[src/rtl/alu_arbiter.sv]
// Shares one combinational ALU between two requesters: round-robin grant,
// registered operands, and a response register held until the owner accepts.
module alu_arbiter #(
    parameter int DATA_W = 32,
    parameter int CTRL_W = 4
) (
    input  logic              clk,
    input  logic              rst_n,

    input  logic              req0_valid,
    output logic              req0_ready,
    input  logic [DATA_W-1:0] req0_src1,
    input  logic [DATA_W-1:0] req0_src2,
    input  logic [CTRL_W-1:0] req0_ctrl,

    input  logic              req1_valid,
    output logic              req1_ready,
    input  logic [DATA_W-1:0] req1_src1,
    input  logic [DATA_W-1:0] req1_src2,
    input  logic [CTRL_W-1:0] req1_ctrl,

    output logic              rsp0_valid,
    input  logic              rsp0_ready,
    output logic [DATA_W-1:0] rsp0_result,
    output logic [2:0]        rsp0_flags,

    output logic              rsp1_valid,
    input  logic              rsp1_ready,
    output logic [DATA_W-1:0] rsp1_result,
    output logic [2:0]        rsp1_flags,

    output logic [DATA_W-1:0] alu_src1,
    output logic [DATA_W-1:0] alu_src2,
    output logic [CTRL_W-1:0] alu_ctrl,
    input  logic [DATA_W-1:0] alu_result,
    input  logic              alu_zero,
    input  logic              alu_cout,
    input  logic              alu_overflow,

    output logic              busy,
    output logic              owner
);

    typedef enum logic [1:0] {
        IDLE = 2'd0,
        EXEC = 2'd1,
        RESP = 2'd2
    } state_t;

    state_t              state_q, state_d;
    logic                last_grant_q, last_grant_d;
    logic                owner_q, owner_d;
    logic [DATA_W-1:0]   src1_q, src1_d;
    logic [DATA_W-1:0]   src2_q, src2_d;
    logic [CTRL_W-1:0]   ctrl_q, ctrl_d;
    logic [DATA_W-1:0]   result_q, result_d;
    logic [2:0]          flags_q, flags_d;

    always_ff @(posedge clk) begin
        if (!rst_n) begin
            state_q      <= IDLE;
            last_grant_q <= 1'b1;
            owner_q      <= 1'b0;
            src1_q       <= '0;
            src2_q       <= '0;
            ctrl_q       <= '0;
            result_q     <= '0;
            flags_q      <= '0;
        end else begin
            state_q      <= state_d;
            last_grant_q <= last_grant_d;
            owner_q      <= owner_d;
            src1_q       <= src1_d;
            src2_q       <= src2_d;
            ctrl_q       <= ctrl_d;
            result_q     <= result_d;
            flags_q      <= flags_d;
        end
    end

    always_comb begin
        state_d      = state_q;
        last_grant_d = last_grant_q;
        owner_d      = owner_q;
        src1_d       = src1_q;
        src2_d       = src2_q;
        ctrl_d       = ctrl_q;
        result_d     = result_q;
        flags_d      = flags_q;
        req0_ready   = 1'b0;
        req1_ready   = 1'b0;
        rsp0_valid   = 1'b0;
        rsp1_valid   = 1'b0;

        case (state_q)
            IDLE: begin
                // On a tie the requester not served last wins; last_grant=1 favours 0.
                if (rst_n) begin
                    req0_ready = req0_valid && (!req1_valid || last_grant_q);
                    req1_ready = req1_valid && (!req0_valid || !last_grant_q);
                end
                if (req0_ready) begin
                    src1_d  = req0_src1;
                    src2_d  = req0_src2;
                    ctrl_d  = req0_ctrl;
                    owner_d = 1'b0;
                    state_d = EXEC;
                end else if (req1_ready) begin
                    src1_d  = req1_src1;
                    src2_d  = req1_src2;
                    ctrl_d  = req1_ctrl;
                    owner_d = 1'b1;
                    state_d = EXEC;
                end
            end
            EXEC: begin
                result_d = alu_result;
                flags_d  = {alu_zero, alu_cout, alu_overflow};
                state_d  = RESP;
            end
            RESP: begin
                rsp0_valid = !owner_q;
                rsp1_valid = owner_q;
                if (owner_q ? rsp1_ready : rsp0_ready) begin
                    last_grant_d = owner_q;
                    state_d      = IDLE;
                end
            end
            default: state_d = IDLE;
        endcase
    end

    assign alu_src1    = src1_q;
    assign alu_src2    = src2_q;
    assign alu_ctrl    = ctrl_q;
    assign rsp0_result = result_q;
    assign rsp1_result = result_q;
    assign rsp0_flags  = flags_q;
    assign rsp1_flags  = flags_q;
    assign busy        = (state_q != IDLE);
    assign owner       = owner_q;

endmodule

[config.mk]
export PLATFORM = sky130hd
export DESIGN_NAME = alu_arbiter
export DESIGN_NICKNAME = d
export VERILOG_FILES = /design/src/rtl/alu_arbiter.sv
export SDC_FILE = /design/constraint.sdc
export NUM_CORES = 1
export LEC_CHECK = 0
export BUFFER_PORTS_ARGS = -buffer_cell sky130_fd_sc_hd__buf_2
export CAP_MARGIN = 20
export CORE_AREA = 2 2 124 126
export DETAILED_ROUTE_END_ITERATION = 8
export DIE_AREA = 0 0 126 128
export GPL_TIMING_DRIVEN = 0
export PLACE_DENSITY = 0.66
export SETUP_SLACK_MARGIN = 0.5
export SYNTH_ARGS = -nofsm -noshare
export SYNTH_HDL_FRONTEND = slang
export SYNTH_SLANG_ARGS = --single-unit
[constraint.sdc]
create_clock -name clk -period 2.5 [get_ports clk]
set_input_delay 0.5 -clock clk [delete_from_list [all_inputs] [get_ports clk]]
set_output_delay 0.5 -clock clk [all_outputs]
set_load 0.01 [all_outputs]
## Word level (Yosys, flattened, before mapping)

Index checks and enable logic that the tools add are counted.

- Memory bits (writable): 0
- Register bits: 107
- ROM bits: 0
- Memories: 0
- Output and inout bits: 144
- Word-level logic and storage cells: 47
- Bits of input ports: 177
- Bits in latches: 0

- Shift operators: 0
- Muxes and demuxes: 21
- Bitwise operators: 0
- Add/sub/neg operators: 0
- Equal/unequal tests: 4
- Multipliers: 0
- Reductions and logical operators: 14
- Div/mod/pow operators: 0
- Order comparisons: 0

Operator list:

| operator | number |
|---|---|
| $mux 32 | 4 |
| $mux 1 | 11 |
| $mux 4 | 2 |
| $mux 2 | 3 |
| $pmux 2 s3 | 1 |
| $reduce_and 2->1 | 3 |
| $logic_not 1->1 | 4 |
| $reduce_bool 2->1 | 2 |
| $ne 3x1->1 const B | 1 |
| $eq 2x1->1 const B | 1 |
| $eq 2x2->1 const B | 1 |
| $logic_and 1x1->1 | 2 |
| $logic_not 2->1 | 1 |
| $logic_or 1x1->1 | 2 |
| $ne 2x2->1 const B | 1 |

## Logic depth before layout (Yosys ltp)

Gate-level depths: netlist of run 1.

- Depth in word-level cells: 8
- Mapped depth: 7

## Least setup slack after synthesis of run 1

OpenSTA, ideal clock, no wires.

- Kind: flip-flop to output port
- Start: reg state_q[1]
- End: out req0_ready
- Buffers on the path: 1
- Slack: 0.627 ns
- Data arrival time: 1.373 ns
- Stages on the path, launching flop included: 5
- Data required time: 2.000 ns
- Path through: dfxtp_1 > nor2_1 > clkbuf_1 > inv_1 > nor3_1

- Longest elaborated chain between the ends: 2

Ends and longest elaborated chain:

| element | line | RTL |
|---|---|---|
| start: declaration | 50 | `state_t state_q, state_d;` |
| start signal: assignment | 70 | `state_q <= state_d;` |
| $logic_not 2->1 | 95 | `case (state_q)` |
| $mux 1 | 95 |  |
| end: declaration | 11 | `output logic req0_ready,` |

No other way between the ends.

## Worst setup path after layout of run 1

- Start: in req0_valid
- End: out req0_ready

- Longest elaborated chain between the ends: 4

Ends and longest elaborated chain:

| element | line | RTL |
|---|---|---|
| start: declaration | 10 | `input logic req0_valid,` |
| $logic_and 1x1->1 | 99 | `req0_ready = req0_valid && (!req1_valid \|\| last_grant_q);` |
| $mux 1 | 98 | `if (rst_n) begin` |
| $mux 1 (2 in series) | 95 |  |

No other way between the ends. The select of a mux whose other input is x is not followed.

==> impl_metrics.json, run 1 <==
{
  "final-max-slew-violation-count": 0,
  "synth_seq_cells": 107,
  "tritoncts": "built",
  "crit_path_dat_ps": 1440,
  "route.detailed.vias_per_inst": 5.06,
  "routed_wl_um": 18900,
  "grt_max_degree": 17,
  "static-leakage-power_nw": 3.43,
  "worst-r2r-setup-slack_ps": 670,
  "yosysUniqueCellTypes": 26,
  "buffer_ports.inserted": 320,
  "grt.total_usage_pct": 21.8,
  "critical_path_class": "in2out",
  "stdcell_count": 1142,
  "areaGrowthSynthToFinish_pct": 42.8,
  "vdd_drop_max_uv": 385,
  "gr-max-usage-layer": "met2",
  "setup-violations-final": 0,
  "synthesis.area_sq_um": 5190,
  "chipWidth_um": 126,
  "place.detailed.hpwl_um": 14400,
  "mostFrequentLayoutCells": "sky130_fd_sc_hd__buf_2 (329), sky130_fd_sc_hd__a21oi_1 (106), sky130_fd_sc_hd__dfxtp_1 (105)",
  "finalClockSkew_ps": 8.66,
  "timing.critical_path.to_type": "output port",
  "worstSkewPairLatency_ps": 350,
  "final.period_utilization_pct": 77.4,
  "vias": 5780,
  "filler_cell_count": 1536,
  "unrepaired_setup_endpoints_after_global_routing": "false",
  "critPathSlowestCell": "sky130_fd_sc_hd__clkbuf_8",
  "clock.fmax_mhz": 517,
  "drtIter0Drc": 298,
  "postSynthAreaPerCell_sq_um": 8.42,
  "worst_ep_required_time_ps": 2000,
  "timing.max_slew.rel_slack_pct": 51.9,
  "gr-usage-met2_pct": 38.1,
  "worst_r2r_path_depth": 6,
  "fin_crit_ps": 1940,
  "final_common_cell": "sky130_fd_sc_hd__buf_2",
  "cpLargestDelayFamily": "buffers and inverters",
  "cts_htree_levels": 3,
  "reg2reg_to": "alu_src1[6]",
  "use_met1_pct": 25.8,
  "seqCellArea_sq_um": 2140,
  "detail-route-antenna-nets": 0,
  "outcome": "complete, no violations",
  "floorplan.die.height_um": 128,
  "first_global_vias": 5390,
  "core_region_area_sq_um": 14900,
  "critPathMaxStageDelay_ps": 160,
  "r2r-start": "state_q[0]",
  "timing.critical_path.cells": "buf_2, nand2_2, buf_6, buf_6, clkbuf_8, nor3_2, buf_2",
  "cts_buffers": 9,
  "place_congestion": 0.820,
  "route.detailed.drc": 0,
  "final.hold.worst_slack_ps": 378,
  "place_ws_ps": 107,
  "avgRoutedWirePerCell_um": 16.5,
  "worst_setup_hold_path_clk_slew_ps": 70,
  "design.final.nets": 1126,
  "final_hold_vio_count": 0,
  "worst_hold_path.num_cells": 3,
  "critical_path_peak_fanout": 10,
  "detail_route.first_pass.iterations": 4,
  "combined_area_of_the_multi_input_logic_cells_sq_um": 2470,
  "place_inst": 1124,
  "holdCritStartpoint": "alu_result[30]",
  "clock-sinks": 107,
  "placementRows": 45,
  "post_cts_hold_buffer_count": 0,
  "synth_fp_nets": 793,
  "fin_util_pct": 49.9,
  "power_density_nw_per_um2": 628,
  "critPathBufInv": 5,
  "class_of_the_worst_hold_path": "in2reg",
  "first_pass_grt_wire_length_um": 27900,
  "layout-drive-gt1-share_pct": 42.1,
  "worstMarginPinSlew_ps": 722,
  "initial_utilization_pct": 34.9,
  "sequential_fraction_of_the_synthesis_area_pct": 41.3,
  "clock_tree.root_cell": "sky130_fd_sc_hd__clkbuf_16",
  "ys_warn_count": 0,
  "max_cap_violations": 0,
  "groute.layer.met3.usage_pct": 5.51,
  "clockBufferDepth": 2,
  "dieArea_sq_um": 16100,
  "setup_ws_ps": 565,
  "grt_antenna_before_repair": 1,
  "crit_path_start_kind": "primary input",
  "count_of_boundary_i_o_pins": 321,
  "syn_inst": 616,
  "setup_tns_ps": 0,
  "globalRouteOverflowTotal": 0,
  "antenna_cells_inserted": 0,
  "hold-path-endpoint": "rsp0_result[30]"
}
[routing by layer]
metal | part of all wire, % | vias to the layer above | routed length (um)
met5 | 0 | - | 0
met4 | 2.3 | 0 | 430
met3 | 8.6 | 28 | 1630
met2 | 50 | 271 | 9340
met1 | 40 | 2582 | 7460
li1 | - | 2899 | -
[worst max path at each step]
stage | from | end | slack [ps] | cells past startpoint
2_1_floorplan | state_q[1] | req0_ready | 630 | 4
3_3_place_gp | state_q[1] | req0_ready | 140 | 5
3_5_place_dp | state_q[1] | req0_ready | 110 | 5
4_1_cts | state_q[0] | req0_ready | 520 | 5
5_1_grt | state_q[0] | req1_ready | 510 | 5
6_report | req0_valid | req0_ready | 560 | 7
[cells in the mapped netlist]
| cell | number | share of area (%) |
|---|---|---|
| sky130_fd_sc_hd__clkbuf_1 | 53 | 3.8 |
| sky130_fd_sc_hd__mux2i_1 | 1 | 0.19 |
| sky130_fd_sc_hd__dfxtp_1 | 107 | 41 |
| sky130_fd_sc_hd__buf_1 | 2 | 0.14 |
| sky130_fd_sc_hd__or3b_1 | 68 | 11 |
| sky130_fd_sc_hd__a21oi_1 | 106 | 10 |
| sky130_fd_sc_hd__nor2b_1 | 4 | 0.48 |
| sky130_fd_sc_hd__o21ai_1 | 4 | 0.39 |
| sky130_fd_sc_hd__nand3b_1 | 1 | 0.14 |
| sky130_fd_sc_hd__buf_4 | 37 | 5.4 |
| sky130_fd_sc_hd__o21a_1 | 2 | 0.29 |
| sky130_fd_sc_hd__buf_6 | 4 | 0.87 |
| sky130_fd_sc_hd__nand2_2 | 1 | 0.12 |
| sky130_fd_sc_hd__clkbuf_2 | 1 | 0.096 |
| sky130_fd_sc_hd__nor3_1 | 1 | 0.096 |
| sky130_fd_sc_hd__inv_1 | 2 | 0.14 |
| sky130_fd_sc_hd__and2_1 | 3 | 0.36 |
| sky130_fd_sc_hd__a21boi_0 | 1 | 0.14 |
| sky130_fd_sc_hd__buf_2 | 10 | 0.96 |
| sky130_fd_sc_hd__a311oi_1 | 67 | 11 |
| sky130_fd_sc_hd__nand2b_1 | 1 | 0.12 |
| sky130_fd_sc_hd__and3_1 | 1 | 0.12 |
| sky130_fd_sc_hd__nor2_1 | 2 | 0.14 |
| sky130_fd_sc_hd__nand2_1 | 71 | 5.1 |
| sky130_fd_sc_hd__a311oi_2 | 1 | 0.29 |
| sky130_fd_sc_hd__o21ai_0 | 65 | 6.3 |
[cells by family after synthesis]
logic type      count (synthesis)  share of synthesized area [%]
buf+inv                       109                           11.4
flops                         107                           41.3
mux                             1                          0.193
simple gates                  153                           18.2
compound gates                246                           28.9
[registers in the layout, summed over array words and instances, names as in the netlist]
| signal | count |
|---|---|
| alu_src1 | 32 |
| alu_src2 | 32 |
| rsp0_result | 32 |
| alu_ctrl | 4 |
| rsp0_flags | 3 |
| state_q | 2 |
| last_grant_q | 1 |
| owner | 1 |
[repair_timing]
action / in CTS / in global routing
pin swaps: 1 / 0
setup endpoints to repair: 42 / 25
setup buffers: 2 / 0
resized for setup: 9 / 13
[final cells by class]
type / count / share of cell area, %
plain buffers: 107 / 8.21
clock buffers: 12 / 3.46
clock inverters: 4 / 0.979
inverters: 2 / 0.101
multi-input cells: 400 / 33.3
flip-flops and latches: 107 / 28.9
well taps: 188 / 3.17
repair buffers: 322 / 21.8
[worst reg2reg max path: stages (launching register included)]
cell and delay [ps]:
sky130_fd_sc_hd__dfxtp_2 350, sky130_fd_sc_hd__nor2_4 150, sky130_fd_sc_hd__buf_4 140, sky130_fd_sc_hd__buf_4 180, sky130_fd_sc_hd__clkbuf_1 530, sky130_fd_sc_hd__a21oi_1 140, sky130_fd_sc_hd__a311oi_1 260
[report_power, final]
part           switching, mW  internal, mW
combinational          0.628         0.503
clock                  0.638         0.932
sequential            0.0958          1.86
[stage by stage]
step / instance area (sq um) / power [mW]
global route: 7410 / 4.89
finish: 7410 / 4.66
CTS: 7390 / 4.69
detailed placement: 7030 / 3.11
floorplan: 5190 / 2.61
global placement: 7030 / 3.10
No activity file was read; power rests on OpenSTA's default activity.
==> inputs of run 2 (changes only) <==
Settings changed: CORE_AREA 2 2 124 126 to 2 2 126 128, DIE_AREA 0 0 126 128 to 0 0 128 130.
Clock period 2.5 ns to 1.63 ns, I/O delays scaled along.
==> impl_metrics.json, run 2 (synthesis results as in run 1) <==
{
  "power_density_nw_per_um2": 801,
  "route.detailed.vias_per_inst": 5.33,
  "drtIter0Drc": 308,
  "crit_path_dat_ps": 1330,
  "total_power_draw_mw": 8.09,
  "setup_ws_ps": -24.8,
  "detail-route-antenna-nets": 0,
  "holdCritStartpoint": "alu_result[10]",
  "cts_buffers": 9,
  "clock.fmax_mhz": 604,
  "setup_tns_ps": -51.3,
  "worst_setup_hold_path_clk_slew_ps": 70,
  "vias": 6401,
  "clockBufferDepth": 2,
  "critPathSlowestCell": "sky130_fd_sc_hd__dfxtp_4",
  "final_hold_vio_count": 0,
  "outcome": "finished, violations left",
  "setup-violations-final": 4,
  "worst_ep_required_time_ps": 1300,
  "final_common_cell": "sky130_fd_sc_hd__buf_6",
  "layout-drive-gt1-share_pct": 68.9,
  "fin_crit_ps": 1650,
  "crit_path_start_kind": "flip-flop",
  "grt_antenna_before_repair": 2,
  "finalClockSkew_ps": 5.41,
  "critical_path_peak_fanout": 2,
  "buffer_ports.inserted": 320,
  "count_of_boundary_i_o_pins": 321,
  "grt_max_degree": 16,
  "met2RoutedLength_um": 11900,
  "detail_route.first_pass.iterations": 4,
  "globalRouteOverflowTotal": 0,
  "worstMarginPinSlew_ps": 861,
  "dieArea_sq_um": 16600,
  "r2r-start": "state_q[0]",
  "stdcell_count": 1201,
  "place_congestion": 0.833,
  "timing.critical_path.cells": "nor2_4, buf_4, buf_8, inv_4, nor3_2, buf_2",
  "tritoncts": "built",
  "cts_htree_levels": 3,
  "final.period_utilization_pct": 102,
  "chipWidth_um": 128,
  "routed_wl_um": 23200,
  "route.met3.wl_um": 1700,
  "grt.total_usage_pct": 25.0,
  "class_of_the_worst_hold_path": "in2reg",
  "place_inst": 1128,
  "critical_path_class": "reg2out",
  "route.detailed.drc": 0,
  "clock-sinks": 107,
  "vdd_drop_max_uv": 494,
  "finish.instance_area_sq_um": 10100,
  "design.final.nets": 1180,
  "post_cts_hold_buffer_count": 0,
  "met1_length_um": 8910,
  "areaGrowthSynthToFinish_pct": 94.6,
  "first_global_vias": 6059,
  "core_region_area_sq_um": 15400,
  "timing.critical_path.to_type": "output port",
  "floorplan.die.height_um": 130,
  "clock_tree.root_cell": "sky130_fd_sc_hd__clkbuf_16",
  "max_cap_violations": 0,
  "timing.max_slew.rel_slack_pct": 42.6,
  "violations_in_the_final_reports": "setup timing",
  "initial_utilization_pct": 33.6,
  "worstSkewPairLatency_ps": 350,
  "placementRows": 46,
  "mostFrequentLayoutCells": "sky130_fd_sc_hd__buf_6 (193), sky130_fd_sc_hd__buf_2 (182), sky130_fd_sc_hd__a21oi_1 (89)",
  "avgRoutedWirePerCell_um": 19.3,
  "unrepaired_setup_endpoints_after_global_routing": "true",
  "dpl-instance-area_sq_um": 7210,
  "critPathMaxStageDelay_ps": 350,
  "final-max-slew-violation-count": 0,
  "topRoutingLayerUsed": "met4",
  "critPathLaunch": "state_q[0]",
  "static-leakage-power_nw": 4.28,
  "first_pass_grt_wire_length_um": 32100,
  "place.detailed.hpwl_um": 14600
}
==> run 2: changes by cell type in the layout (fill, tap and decap cells not counted), sizes merged <==
cell	previous run	this run
clkinv	1	2
clkinvlp	1	0
bufinv	2	0
diode	0	2
clkbuf	65	57
buf	376	439
==> run 2: through the flow <==
step | hold slack, ps | setup slack, ps | util, %
2_1_floorplan | 402 | 235 | -
3_3_place_gp | 458 | -329 | 46.7
3_5_place_dp | 463 | -333 | 46.7
4_1_cts | 184 | -82.2 | 59.2
5_1_grt | 191 | -87.2 | 65.4
6_report | 192 | -24.8 | 65.5
==> run 2: path summary, 6_finish.rpt <==
check	to	slack, ps	depth (start not counted)
hold / removal	rsp0_result[10]	190	3
setup / recovery	req0_ready	-20	6
setup reg to reg	alu_src2[17]	0	8
hold reg to reg	rsp0_result[3]	480	2
==> run 2: final cells by class <==
class                           instances  area [sq um]
Fill cell                            1225          5330
Inverter                                2          10.0
Multi-Input combinational cell        400          2920
Tap cell                              192           240
Antenna cell                            2          5.00
Clock inverter                          2          10.0
Timing Repair Buffer                  376          3150
Buffer                                107          1130
Clock buffer                           13           270
Sequential cell                       107          2360
==> run 2: power by group <==
| part | internal [mW] | total [mW] | switching [mW] |
|---|---|---|---|
| clock | 1.15 | 2.14 | 0.987 |
| sequential | 2.88 | 3.10 | 0.226 |
| combinational | 1.60 | 2.85 | 1.25 |
==> run 2: what timing repair did <==
| item | CTS | global route |
|---|---|---|
| gates cloned | 10 | 5 |
| pin swaps | 26 | 26 |
| setup buffers | 21 | 20 |
| setup endpoints to repair | 245 | 250 |
| gates resized for setup | 335 | 216 |
| hold endpoints to repair | 0 | 0 |
==> run 2: worst max-delay path: cells and delay by family, from the launching register on <==
family,cells,cell delay (ps)
buffers and inverters,4,410
flip-flops,1,350
AND/OR/NAND/NOR,2,210
==> run 2: metal layers <==
| metal | track usage (%) | vias to the layer above |
|---|---|---|
| li1 | - | 3020 |
| met1 | 29.1 | 3046 |
| met2 | 44.0 | 296 |
| met3 | 6.07 | 39 |
| met4 | 10.5 | 0 |
| met5 | 0 | - |
